$ cat src/rtl/int_sequencer.sv
// Interrupt entry/return sequencer: drains the pipeline, jumps to the code's vector,
// saves the return PC and jumps back on return-from-interrupt.
module int_sequencer #(
  parameter logic [15:0] VEC_BASE  = 16'h0010,
  parameter int          VEC_SHIFT = 2
) (
  input  logic        i_clk,
  input  logic        i_rstn,
  input  logic [3:0]  i_intCode,
  input  logic        i_intEn,
  input  logic        i_glbEn,
  input  logic        i_pipeEmpty,
  input  logic [15:0] i_nextPC,
  input  logic        i_rti,
  output logic        o_stall,
  output logic        o_jumpEn,
  output logic [15:0] o_jumpAddr,
  output logic        o_intAck,
  output logic [3:0]  o_ackCode,
  output logic        o_inIsr,
  output logic [15:0] o_epc
);

  typedef enum logic [2:0] {
    S_IDLE  = 3'd0,
    S_DRAIN = 3'd1,
    S_ENTER = 3'd2,
    S_ISR   = 3'd3,
    S_EXIT  = 3'd4
  } state_e;

  state_e      state_q, state_d;
  logic [3:0]  code_q, code_d;
  logic [15:0] epc_q, epc_d;
  logic        req;
  logic [15:0] vec_addr;

  assign req      = i_intEn & i_glbEn;
  // Vector address comes from the registered code only, so i_intCode never reaches an output.
  assign vec_addr = VEC_BASE + ({12'h000, code_q} << VEC_SHIFT);

  always_ff @(posedge i_clk or negedge i_rstn) begin
    if (!i_rstn) begin
      state_q <= S_IDLE;
      code_q  <= 4'h0;
      epc_q   <= 16'h0000;
    end else begin
      state_q <= state_d;
      code_q  <= code_d;
      epc_q   <= epc_d;
    end
  end

  always_comb begin
    state_d    = state_q;
    code_d     = code_q;
    epc_d      = epc_q;
    o_stall    = 1'b0;
    o_jumpEn   = 1'b0;
    o_jumpAddr = 16'h0000;
    o_intAck   = 1'b0;
    o_inIsr    = 1'b0;
    case (state_q)
      S_IDLE: begin
        if (req) state_d = S_DRAIN;
      end
      S_DRAIN: begin
        o_stall = 1'b1;
        // A withdrawn request wins over a drained pipeline.
        if (!req) begin
          state_d = S_IDLE;
        end else if (i_pipeEmpty) begin
          code_d  = i_intCode;
          epc_d   = i_nextPC;
          state_d = S_ENTER;
        end
      end
      S_ENTER: begin
        o_stall    = 1'b1;
        o_jumpEn   = 1'b1;
        o_intAck   = 1'b1;
        o_jumpAddr = vec_addr;
        state_d    = S_ISR;
      end
      S_ISR: begin
        o_inIsr = 1'b1;
        if (i_rti) state_d = S_EXIT;
      end
      S_EXIT: begin
        o_jumpEn   = 1'b1;
        o_jumpAddr = epc_q;
        state_d    = S_IDLE;
      end
      default: state_d = S_IDLE;
    endcase
  end

  assign o_ackCode = code_q;
  assign o_epc     = epc_q;

endmodule

$ cat config.mk
export PLATFORM = sky130hd
export DESIGN_NAME = int_sequencer
export DESIGN_NICKNAME = d
export VERILOG_FILES = /design/src/rtl/int_sequencer.sv
export SDC_FILE = /design/constraint.sdc
export NUM_CORES = 1
export LEC_CHECK = 0
export BUFFER_PORTS_ARGS = -buffer_cell sky130_fd_sc_hd__buf_2
export CAP_MARGIN = 20
export CORE_MARGIN = 1.5
export CORE_UTILIZATION = 35
export DETAILED_ROUTE_END_ITERATION = 10
export PLACE_DENSITY = 0.71
export SYNTH_ARGS = -nofsm -noshare
export SYNTH_HDL_FRONTEND = slang
export SYNTH_SLANG_ARGS = --single-unit
$ cat constraint.sdc
create_clock -name i_clk -period 1.9 [get_ports i_clk]
set_input_delay 0 -clock i_clk [delete_from_list [all_inputs] [get_ports i_clk]]
set_output_delay 0 -clock i_clk [all_outputs]
set_load 0.02 [all_outputs]
==> reports/qor.csv <==
stage;metric;value;unit
timing;Setup violations, final;0;
route;final wirelength;2.76;mm
global_routing;global-route wire length before repair;4.44;mm
final_layout;most common cell after layout, fill and taps aside;buf_2;
route;first-iteration detailed-routing DRC count;10;
placement;Final GP Congestion;0.691;
timing;achievable frequency;0.592;GHz
yosys;Syn Nets;109;
power_and_ir_drop;switching fraction of total power;0.410;
die;Initial Utilization;0.372;
power_and_ir_drop;sequential share of power;0.394;
cts;CTS clk-pin slew, worst paths;0.14;ns
route;DR WL/cell;12.8;um
setup_path;Worst EP arrival;1.88;ns
timing;Clock Skew;0.0154;ns
placement;Post-Place Cell Area;0.00153;mm^2
final_layout;final instance area;0.00179;mm^2
yosys;Syn Area/Cell;14.1;um^2
placement;IO Port Bufs;65;
route;total number of vias;974;
route;post-DR vias/cell;4.51;
final_layout;ANT cells;0;
cts;Clock Sinks;23;
timing;Final min period;1.69;ns
power_and_ir_drop;worst vdd ir;0.000608;V
die;IO Pins;66;
yosys;Yosys reg bits;23;
timing;worst-margin pin slew;0.502;ns
setup_path;cells on worst reg2reg path;4;
timing;period utilization;0.889;
yosys;Netlist cell types;20;
timing;Slew headroom;0.665;
setup_path;Crit Path Max Fanout;12;
power_and_ir_drop;pwr/cell area;1300;mW/mm^2
global_routing;Overall Global Routing Usage;0.164;
yosys;post-synthesis sequential area ratio;0.498;
final_layout;synth-to-layout area growth;54.8;%
power_and_ir_drop;clock network fraction of total power;0.098;
final_layout;Final Non-Filler Cells;216;
route;ANT nets after route;0;
power_and_ir_drop;Comb pwr share;0.508;
cts;H-tree depth;1;
die;die footprint;0.00365;mm^2
timing;Final Hold Fails;0;
final_layout;most frequent cells in the layout;65 x buf_2, 23 x dlygate4sd3_1, 23 x dfrtp_1;
hold_path;HP Class;input pin to register;
global_routing;initial antenna violation count;0;
final_layout;fin util;0.576;
placement;dpl cells;189;
global_routing;vias in the first global route;987;
route;drt pass-1 iters;2;
die;Die H;60.4;um
die;chip width;60.4;um
die;core area;0.00310;mm^2
final_layout;layout cells sized above 1;0.558;
final_layout;fin nets;200;
cts;clk buf depth;2;
yosys;Post-Syn Area;0.00115;mm^2
setup_path;Crit Path Category;register to register;
timing;RSZ-0062 raised after global routing;no;
yosys;YS warnings;0;
power_and_ir_drop;Static Leak;0.950;nW
hold_path;hold path depth;4;
setup_path;Critical Path RT;2.09;ns
cts;CTS tree;yes;
timing;Slew Limit Fails;0;
die;row cnt;20;
power_and_ir_drop;Pint;1.37;mW
power_and_ir_drop;Switching Power;0.954;mW
yosys;cells after synthesis;82;
timing;Setup TNS;0;ns
cts;Num CTS Buffers;3;
setup_path;crit path launch type;register;
setup_path;CP endpoint kind;register;
global_routing;largest net degree at the start of global routing;24;
cts;Clock Latency Late Sink;0.31;ns
flow_run;Max Cap Violations;0;
global_routing;grt ovf;0;
setup_path;R2R Setup Slk;0.21;ns
cts;clk root buf;clkbuf_4;
status;status;finished clean;
route;DRC viols;0;
-- power groups by stage --
stage	clock, mW	sequential [mW]	combinational (mW)
floorplan	0	1.13	0.556
global placement	0	0.904	1.13
detailed placement	0	0.920	1.16
CTS	0.242	0.918	1.19
global route	0.263	0.952	1.26
finish	0.229	0.917	1.18
-- metal layers --
layer,part of all wire,vias up,GRT usage,wire [um]
li1,-,463,-,-
met1,0.42,466,0.211,1150
met2,0.52,41,0.278,1440
met3,0.050,4,0.0341,137
met4,0.012,0,0.0528,32
met5,0,-,0,0
-- final timing paths --
check | from | endpoint
max in group asynchronous | i_rstn | o_epc[11]$_DFFE_PN0P_
min reg2reg | o_epc[11]$_DFFE_PN0P_ | o_epc[11]$_DFFE_PN0P_
max | state_q[1]$_DFFE_PN0P_ | o_epc[4]$_DFFE_PN0P_
min in group asynchronous | i_rstn | o_epc[5]$_DFFE_PN0P_
max reg2reg | state_q[1]$_DFFE_PN0P_ | o_epc[4]$_DFFE_PN0P_
min | i_glbEn | state_q[0]$_DFFE_PN0P_
-- area by class of cell --
cell class / count / area [um^2]
multi-input cells: 53 / 546
clock inverters: 1 / 7.51
repair buffers: 91 / 578
clock buffers: 3 / 22.5
flip-flops and latches: 23 / 576
inverters: 1 / 3.75
well taps: 44 / 55.1
fillers: 281 / 1320
-- synthesized netlist by cell type --
cell      instances  area share
inv_1             1      0.0032
o21ai_0           1      0.0043
nand2_1           2      0.0065
nor3b_2           3       0.033
a21oi_1           1      0.0043
and4b_1           1      0.0087
a22o_1            4       0.030
a21boi_0          1      0.0065
and2_1           11       0.060
nor2_1            3      0.0098
xnor2_1           1      0.0076
and3b_1           2       0.015
dfrtp_1          23        0.50
a31oi_1           1      0.0054
mux2_4           20        0.26
buf_6             2       0.020
buf_2             2      0.0087
ha_1              1       0.011
or2_2             1      0.0054
clkbuf_1          1      0.0032
-- worst max-delay path, stage by stage, from the launching register on --
cell,delay [ns]
dfrtp_1,0.47
and3b_1,0.28
nor3b_4,0.21
buf_4,0.28
mux2_4,0.32
-- registers in the layout (all words and copies together) (netlist names) --
name / count
o_ackCode: 4
o_epc: 16
state_q: 3
-- what timing repair did --
| item | in CTS | in global routing |
|---|---|---|
| hold buffers | 23 | 0 |
| setup buffers | 0 | 0 |
| endpoints found under the hold margin | 45 | 0 |
| gates resized for setup | 0 | 0 |
-- stage by stage --
| stage | total power, mW | hold WS, ns | setup slack, ns |
|---|---|---|---|
| floorplan | 1.69 | -0.296 | 0.333 |
| global placement | 2.04 | -0.00367 | 0.303 |
| detailed placement | 2.08 | 0.00599 | 0.236 |
| CTS | 2.35 | 0.133 | 0.210 |
| global route | 2.47 | 0.133 | 0.00146 |
| finish | 2.33 | 0.133 | 0.210 |
-- cell families (layout without fill, tap and decap cells) --
family                     after synthesis  count (layout)  share of synthesized area
AOI/OAI and AO/OA                        8               8                     0.0509
xor gates and xnor gates                 1               1                    0.00759
adders and majority gates                1               1                     0.0108
buffers and inverters                    6              96                     0.0347
DFF                                     23              23                      0.498
muxes                                   20              20                      0.260
and+or+nand+nor                         23              23                      0.138
Power figures use the tool's default switching activity.
